`src/rtl/display_decoder_pkg.sv`:
```
// display_pkg: shared constants, types and segment patterns for the decimal display decoder
package display_pkg;
    localparam int DIGITS = 6;
    localparam int CONV_BITS = 20;
    localparam logic [31:0] DISP_MAX = 32'd999999;
    typedef logic [3:0] seg_digit_t;
    typedef enum logic {IDLE, CONV} state_t;
    localparam logic [6:0] SEG_BLANK = 7'b1111111;
    localparam logic [6:0] SEG_DASH = 7'b0111111;
    localparam logic [6:0] SEG_0 = 7'b1000000;
    localparam logic [6:0] SEG_1 = 7'b1111001;
    localparam logic [6:0] SEG_2 = 7'b0100100;
    localparam logic [6:0] SEG_3 = 7'b0110000;
    localparam logic [6:0] SEG_4 = 7'b0011001;
    localparam logic [6:0] SEG_5 = 7'b0010010;
    localparam logic [6:0] SEG_6 = 7'b0000010;
    localparam logic [6:0] SEG_7 = 7'b1111000;
    localparam logic [6:0] SEG_8 = 7'b0000000;
    localparam logic [6:0] SEG_9 = 7'b0010000;

    function automatic logic [6:0] seg_pattern(input seg_digit_t d);
        case (d)
            4'd0: return SEG_0;
            4'd1: return SEG_1;
            4'd2: return SEG_2;
            4'd3: return SEG_3;
            4'd4: return SEG_4;
            4'd5: return SEG_5;
            4'd6: return SEG_6;
            4'd7: return SEG_7;
            4'd8: return SEG_8;
            4'd9: return SEG_9;
            default: return SEG_BLANK;
        endcase
    endfunction
endpackage

```
`src/rtl/display_decoder_if.sv`:
```
// display_decoder_if: display value in, six active-low seven-segment digits and busy out
interface display_decoder_if;
    logic [31:0] value;
    logic [6:0] hex0, hex1, hex2, hex3, hex4, hex5;
    logic busy;
    modport master (output value, input hex0, hex1, hex2, hex3, hex4, hex5, busy);
    modport slave (input value, output hex0, hex1, hex2, hex3, hex4, hex5, busy);
endinterface

```
`src/rtl/display_decoder_seg7_encode.sv`:
```
// seg7_encode: one BCD digit to an active-low {g,f,e,d,c,b,a} pattern, dash overriding blank
module seg7_encode
    import display_pkg::*;
(
    input  seg_digit_t digit_i,
    input  logic       blank_i,
    input  logic       dash_i,
    output logic [6:0] seg_o
);
    assign seg_o = dash_i ? SEG_DASH : blank_i ? SEG_BLANK : seg_pattern(digit_i);
endmodule

```
`src/rtl/display_decoder.sv`:
```
// display_decoder: sequential double-dabble of a 32-bit word onto six blanked seven-segment digits
module display_decoder
    import display_pkg::*;
(
    input logic clock,
    input logic reset,
    display_decoder_if.slave bus
);
    state_t state_q, state_d;
    logic [19:0] work_q, work_d;
    logic [23:0] bcd_q, bcd_d, dig_q, dig_d;
    logic [22:0] adj;
    logic [4:0] cnt_q, cnt_d;
    logic [31:0] shown_q, shown_d;
    logic ovf_q, ovf_d, ovf_shown_q, ovf_shown_d;
    logic [DIGITS-1:0] blank;
    logic [6:0] seg [DIGITS];

    // the top nibble's carry out falls outside six digits; overflow masks it anyway
    for (genvar k = 0; k < DIGITS - 1; k++) begin : g_adj
        assign adj[4*k +: 4] = bcd_q[4*k +: 4] >= 4'd5 ? bcd_q[4*k +: 4] + 4'd3 : bcd_q[4*k +: 4];
    end
    assign adj[22:20] = bcd_q[23:20] >= 4'd5 ? 3'(bcd_q[23:20] + 4'd3) : bcd_q[22:20];

    always_comb begin
        state_d = state_q;
        work_d = work_q;
        bcd_d = bcd_q;
        cnt_d = cnt_q;
        shown_d = shown_q;
        ovf_d = ovf_q;
        ovf_shown_d = ovf_shown_q;
        dig_d = dig_q;
        if (state_q == IDLE) begin
            if (bus.value != shown_q) begin
                state_d = CONV;
                work_d = bus.value[19:0];
                shown_d = bus.value;
                bcd_d = '0;
                cnt_d = '0;
                ovf_d = bus.value > DISP_MAX;
            end
        end else begin
            bcd_d = {adj, work_q[19]};
            work_d = {work_q[18:0], 1'b0};
            cnt_d = cnt_q + 5'd1;
            if (cnt_q == 5'(CONV_BITS - 1)) begin
                state_d = IDLE;
                dig_d = bcd_d;
                ovf_shown_d = ovf_q;
            end
        end
    end

    always_ff @(posedge clock) begin
        if (reset) begin
            state_q <= IDLE;
            work_q <= '0;
            bcd_q <= '0;
            cnt_q <= '0;
            shown_q <= '0;
            ovf_q <= 1'b0;
            ovf_shown_q <= 1'b0;
            dig_q <= '0;
        end else begin
            state_q <= state_d;
            work_q <= work_d;
            bcd_q <= bcd_d;
            cnt_q <= cnt_d;
            shown_q <= shown_d;
            ovf_q <= ovf_d;
            ovf_shown_q <= ovf_shown_d;
            dig_q <= dig_d;
        end
    end

    // a digit blanks when it and every higher digit are zero; hex0 never blanks
    for (genvar k = 0; k < DIGITS; k++) begin : g_dig
        assign blank[k] = (k > 0) && (dig_q[4*DIGITS-1:4*k] == '0);
        seg7_encode u_seg (
            .digit_i(dig_q[4*k +: 4]),
            .blank_i(blank[k]),
            .dash_i (ovf_shown_q),
            .seg_o  (seg[k])
        );
    end

    assign bus.hex0 = seg[0];
    assign bus.hex1 = seg[1];
    assign bus.hex2 = seg[2];
    assign bus.hex3 = seg[3];
    assign bus.hex4 = seg[4];
    assign bus.hex5 = seg[5];
    assign bus.busy = state_q == CONV;
endmodule

```
`src/flat_wrapper.sv`:
```
// flat-port wrapper written by rule: the top's interface ports become plain ports
module display_decoder_flat import display_pkg::*;
  (clock, reset, bus_value, bus_hex0, bus_hex1, bus_hex2, bus_hex3, bus_hex4, bus_hex5, bus_busy);
  display_decoder_if bus_i ();
  input logic clock;
  input logic reset;
  input wire logic [$bits(bus_i.value)-1:0] bus_value;
  output wire logic [$bits(bus_i.hex0)-1:0] bus_hex0;
  output wire logic [$bits(bus_i.hex1)-1:0] bus_hex1;
  output wire logic [$bits(bus_i.hex2)-1:0] bus_hex2;
  output wire logic [$bits(bus_i.hex3)-1:0] bus_hex3;
  output wire logic [$bits(bus_i.hex4)-1:0] bus_hex4;
  output wire logic [$bits(bus_i.hex5)-1:0] bus_hex5;
  output wire logic [$bits(bus_i.busy)-1:0] bus_busy;
  assign bus_i.value = bus_value;
  assign bus_hex0 = bus_i.hex0;
  assign bus_hex1 = bus_i.hex1;
  assign bus_hex2 = bus_i.hex2;
  assign bus_hex3 = bus_i.hex3;
  assign bus_hex4 = bus_i.hex4;
  assign bus_hex5 = bus_i.hex5;
  assign bus_busy = bus_i.busy;
  display_decoder u_core (.clock(clock), .reset(reset), .bus(bus_i));
endmodule
```
`config.mk`:
```
export PLATFORM = sky130hd
export DESIGN_NAME = display_decoder_flat
export DESIGN_NICKNAME = d
export VERILOG_FILES = /design/src/rtl/display_decoder_pkg.sv /design/src/rtl/display_decoder_if.sv /design/src/rtl/display_decoder_seg7_encode.sv /design/src/rtl/display_decoder.sv /design/src/flat_wrapper.sv
export SDC_FILE = /design/constraint.sdc
export NUM_CORES = 1
export LEC_CHECK = 0
export BUFFER_PORTS_ARGS = -buffer_cell sky130_fd_sc_hd__buf_2
export CAP_MARGIN = 20
export CORE_AREA = 2 2 173 90
export DETAILED_ROUTE_END_ITERATION = 10
export DIE_AREA = 0 0 175 92
export HOLD_SLACK_MARGIN = 0.08
export PLACE_DENSITY = 0.69
export RECOVER_POWER = 50
export SLEW_MARGIN = 20
export SYNTH_ARGS = -nofsm -noshare
export SYNTH_HDL_FRONTEND = slang
export SYNTH_HIERARCHICAL = 1
export SYNTH_SLANG_ARGS = --single-unit
```
`constraint.sdc`:
```
create_clock -name clock -period 3.5 [get_ports clock]
set_input_delay 0.7 -clock clock [delete_from_list [all_inputs] [get_ports clock]]
set_output_delay 0.7 -clock clock [all_outputs]
set_load 0.02 [all_outputs]
```
Word-level counts from Yosys, hierarchy flattened
Memory sizes are Yosys's and may differ from the RTL's. A register that Yosys moved wholly into a read port is not among the register bits.
Index checks and enable logic that the tools add are counted.
Storage, ports and cells
  bits in writable memories: 0
  memory bits (read-only): 672
  output and inout port bits: 43
  memories: 6
  word-level logic and storage cells: 79
  latch bits: 0
  flip-flop bits (word level): 108
  input port bits: 34
Operators by class
  multiplexer cells: 38
  add/subtract/negate cells: 7
  reduce and logical (&&, ||, !) cells: 9
  order comparisons: 7
  div/mod/pow operators: 0
  shift-type cells: 0
  equal/unequal tests: 2
  bitwise logic cells: 1
  $mul: 0
Memories
  (no name shown): words 16, bits a word 7, rd ports 1, clocked after memory_dff 1, wr ports 0, line display_decoder_pkg.sv:22  | case (d)
  (no name shown): words 16, bits a word 7, rd ports 1, clocked after memory_dff 1, wr ports 0, line display_decoder_pkg.sv:22
  (no name shown): words 16, bits a word 7, rd ports 1, clocked after memory_dff 1, wr ports 0, line display_decoder_pkg.sv:22
  (no name shown): words 16, bits a word 7, rd ports 1, clocked after memory_dff 1, wr ports 0, line display_decoder_pkg.sv:22
  (no name shown): words 16, bits a word 7, rd ports 1, clocked after memory_dff 1, wr ports 0, line display_decoder_pkg.sv:22
  (no name shown): words 16, bits a word 7, rd ports 1, clocked after memory_dff 1, wr ports 0, line display_decoder_pkg.sv:22
Operator list (count)
  $mux W7: 11
  $mux W4: 17
  $mux W24: 2
  $mux W20: 2
  $gt A32 B20 Y1 const B: 1
  $ne A32 B32 Y1: 1
  $ge A4 B3 Y1 const B: 6
  $add A4 B2 Y4 const B: 5
  $logic_not A20 Y1: 1
  $logic_not A16 Y1: 1
  $logic_not A12 Y1: 1
  $mux W5: 2
  $logic_not A8 Y1: 1
  $add A5 B1 Y5 const B: 1
  $eq A5 B5 Y1 const B: 1
  $logic_not A4 Y1: 1
  $reduce_and A2 Y1: 2
  $add A3 B2 Y3 const B: 1
  $mux W1: 3
  $mux W3: 1
  $reduce_bool A2 Y1: 1
  $reduce_or A2 Y1: 1
  $not A1 Y1: 1

Depth between registers and ports, before layout
  depth after elaboration: 4
  gate-level depth with buffers: 7
  gate-level depth less buffers: 7

Cells and area by module
Netlist, hierarchy kept.
By module, submodules not included
  display_decoder: cells an instance 658, instances 1, seq. area each 2162.1 um2, area an instance 5519.0 um2
  seg7_encode: cells an instance 30, instances 6, seq. area each 0.0 um2, area an instance 231.5 um2

Worst setup path after synthesis
OpenSTA, ideal clock, no wires.
  kind: register -> output
  start point: register u_core.dig_q[20]
  end point: output port bus_hex1[6]
  data arrival time: 2393 ps
  required time: 2800 ps
  path buffers: 0
  setup slack: 407 ps
  cell stages (with the launch flop): 6
  path through: dfxtp_1 > nor4_1 > and3_1 > and3_1 > nor3_1 > nor3_1
Between the ends
  word-level cells in the longest chain between the ends: 3
Ends and longest elaborated chain
  from (decl): line display_decoder.sv:11  | logic [23:0] bcd_q, bcd_d, dig_q, dig_d;
  from (signal assigned): line display_decoder.sv:73  | dig_q <= dig_d;
  $logic_not A20 Y1: line display_decoder.sv:79  | assign blank[k] = (k > 0) && (dig_q[4*DIGITS-1:4*k] == '0);
  named net u_core.blank[1]: line display_decoder.sv:16  | logic [DIGITS-1:0] blank;
  $mux W7 (2 in a row): line display_decoder_seg7_encode.sv:10  | assign seg_o = dash_i ? SEG_DASH : blank_i ? SEG_BLANK : seg_pattern(digit_i);
  to (decl): line flat_wrapper.sv:9  | output wire logic [$bits(bus_i.hex1)-1:0] bus_hex1;
The timed path passes the listed nets, and every way through them passes these cells.

Worst setup path in the final report
  start point: register u_core.dig_q[23]
  end point: output port bus_hex1[6]
The elaborated chain is that of the path after synthesis.

==> results.md <==
- Clk buf depth: 2
- Reg power frac: 50.2%
- Die Span Y: 92 um
- Crit Path Category: reg -> out
- Post-Synthesis Cells: 838
- Drt total wl: 15700 um
- Area contributors post-synth: dfxtp_1 31%, ha_1 7.8%, nand2b_1 7.0%
- Critical Path RT: 2.80 ns
- Fin. max-slew vios: 23
- Share of layout cells above drive strength 1: 13.5%
- Critical path endpoint category: output port
- Area growth, synth to finish: 10.0%
- Period utilization: 91.0%
- Net Sw Frac: 23.7%
- Unrepaired setup endpoints after global routing: false
- Synth cell count leaders: 108 x dfxtp_1, 82 x nand2_1, 77 x nand2b_1, 69 x o21ai_0, 49 x a21oi_1
- GRT overflow: 0
- Post-Syn Area per Cell: 8.24 sq um
- Synth Register Bits: 108
- P_sw: 613 uW
- Nets: 957
- H-tree levels: 3
- VDD IR max: 0.000228 V
- Clk sink count: 108
- Synth Area in Compound Gates: 14.9%
- Synth cell types: 41
- Sequential area share after synthesis: 31.3%
- Crit path launch type: flip-flop
- DRT Pass-1 Iters: 5
- Final Hold Fails: 0
- Post-synth ARST share: 0%
- CTS root buffer: clkbuf_16
- I/O Buffers: 76
- Least-Margin Pin Slew: 1.55 ns
- CTS resizes: 0
- Rows: 32
- CP max FO: 11
- Largest family of logic cells by synthesized area: simple AND/OR/NAND/NOR gates
- Routed Antenna Nets: 0
- XOR/XNOR Fraction of Synth Area: 5.58%
- Mux contribution to synthesized area: 6.54%
- Drt initial violations: 479
- Gr usage total: 19.8%
- P_int: 1.98 mW
- Static leakage: 2.71 nW
- Arrival time worst endpoint: 2.48 ns
- Hold Slack: 0.463 ns
- Final GP Congestion: 0.804
- Max-cap viol count: 1
- Die X: 175 um
- Initial core utilization: 46.5%
- Largest net degree at the start of global routing: 68
- Worst Hold Class: reg -> reg
- Vias in the first global route: 5144
- CTS tree: yes
- Ant diodes: 0
- Clk Latency, worst-skew pair: 0.34 ns
- Count leader, synth: dfxtp_1
- Failing checks: capacitance limit, slew limit
- Clk slew on worst S/H paths: 0.07 ns
- Detailed placement HPWL: 10800 um
- Initial antenna violation count: 0
- Yosys warnings: 6
- Post-CTS Setup Bufs: 0
- Vias per inst: 5.37
- Synth Area in Simple Gates: 27.3%
- Final Critical Period: 3.18 ns
- First-pass GRT wire length: 26200 um
- Final core occ: 51.2%
- Slew HR: -3.18%
- CTS Hold Bufs: 0
- DR WL/cell: 14.5 um
- Die area: 16100 sq um
- Clock Skew: 0.00926 ns
- Synthesized cell area: 6910 sq um
- Final setup viols: 0
- Top cell type by total area after synthesis: dfxtp_1
- Adder-cell share of the synthesized area: 7.79%
- Comb pwr share: 9.3%
- Post-synth top flop: dfxtp_1
- Status: finished, violations left
- PwrDens: 341 nW/um^2
- TritonCTS Buffers: 9
- DRC violations left: 0
- Total negative slack: 0 ns
- Number of flops mapped to enable cells by yosys: 0
- Core area: 14900 sq um
- Clock power share: 40.6%
- Share of the synthesized area in the top cell type: 31.3%
- Fmax: 314 MHz
- # IOs: 77
- Via count: 5845
[power by group through the flow]
stage	clock network, mW	registers [mW]	logic, mW
after global routing	1.13	1.30	0.261
after global placement	0	1.33	0.235
final	1.05	1.30	0.239
after detailed placement	0	1.33	0.236
after CTS	1.08	1.30	0.237
after floorplan	0	1.32	0.159
[cell type report]
| cell class | instances | area, sq um |
|---|---|---|
| Timing Repair Buffer | 91 | 478 |
| Clock inverter | 3 | 45.0 |
| Sequential cell | 108 | 2160 |
| Fill cell | 1420 | 7260 |
| Tap cell | 204 | 255 |
| Clock buffer | 12 | 267 |
| Inverter | 25 | 93.8 |
| Multi-Input combinational cell | 645 | 4300 |
[state kept, by name (all words and copies together) (netlist names)]
register and count:
u_core/ovf_shown_q 1, u_core/shown_q 32, u_core/cnt_q 5, u_core/dig_q 24, u_core/ovf_q 1, u_core/bus.busy 1
u_core/bcd_q 24, u_core/work_q 20
[cell usage in the layout (no fill, tap or decap), types with 25 or more instances in the layout]
cell type / Yosys / final
a311oi_1: 26 / 26
nand4_1: 31 / 31
o21ai_0: 69 / 69
nor2_1: 48 / 48
nand2_1: 82 / 82
buf_2: 7 / 66
inv_1: 25 / 25
nand2b_1: 77 / 77
dfxtp_1: 108 / 108
nand3_1: 33 / 33
xor2_1: 32 / 32
ha_1: 43 / 43
a21oi_1: 49 / 48
mux2i_1: 44 / 44
[critical path: stages (launching register included)]
cell and delay, ns:
dfxtp_1 0.42, nor4_1 0.31, buf_4 0.21, and3_1 0.38
and3_1 0.35, nor3_1 0.09, nor3_1 0.19, buf_2 0.19
[per-stage QoR]
step           cell area (sq um)  power [mW]  setup WS (ns)  std cells
2_1_floorplan               6920        1.48          0.407        841
3_3_place_gp                7320        1.56          0.688       1073
3_5_place_dp                7320        1.56          0.670       1073
4_1_cts                     7630        2.61          0.326       1088
5_1_grt                     7600        2.69          0.134       1088
6_report                    7600        2.59          0.315       1088
[final timing paths]
check / start / endpoint / slack (ns) / cells after the start
setup / recovery: u_core/dig_q[23] / bus_hex1[6] / 0.32 / 7
hold / removal: u_core/ovf_q / u_core/ovf_shown_q / 0.46 / 2
setup reg to reg: u_core/shown_q[14] / u_core/shown_q[7] / 0.62 / 6
hold reg to reg: u_core/ovf_q / u_core/ovf_shown_q / 0.46 / 2
[kinds of logic (layout without fill, tap and decap cells)]
kind of cell,count (synthesis),count (layout)
mux,45,45
buf+inv,88,131
xor+xnor,44,44
flops,108,108
simple gates,338,338
fa+ha+maj,43,43
compound gates,171,171
other cells,1,4
[routing by layer]
metal	GRT usage, %	up-vias	share of wire (%)
li1	-	3018	-
met1	32.8	2676	56
met2	25.4	143	37
met3	4.27	8	6.3
met4	3.19	0	0.44
met5	0	-	0
Note: power is estimated with default switching activity, not from simulation.
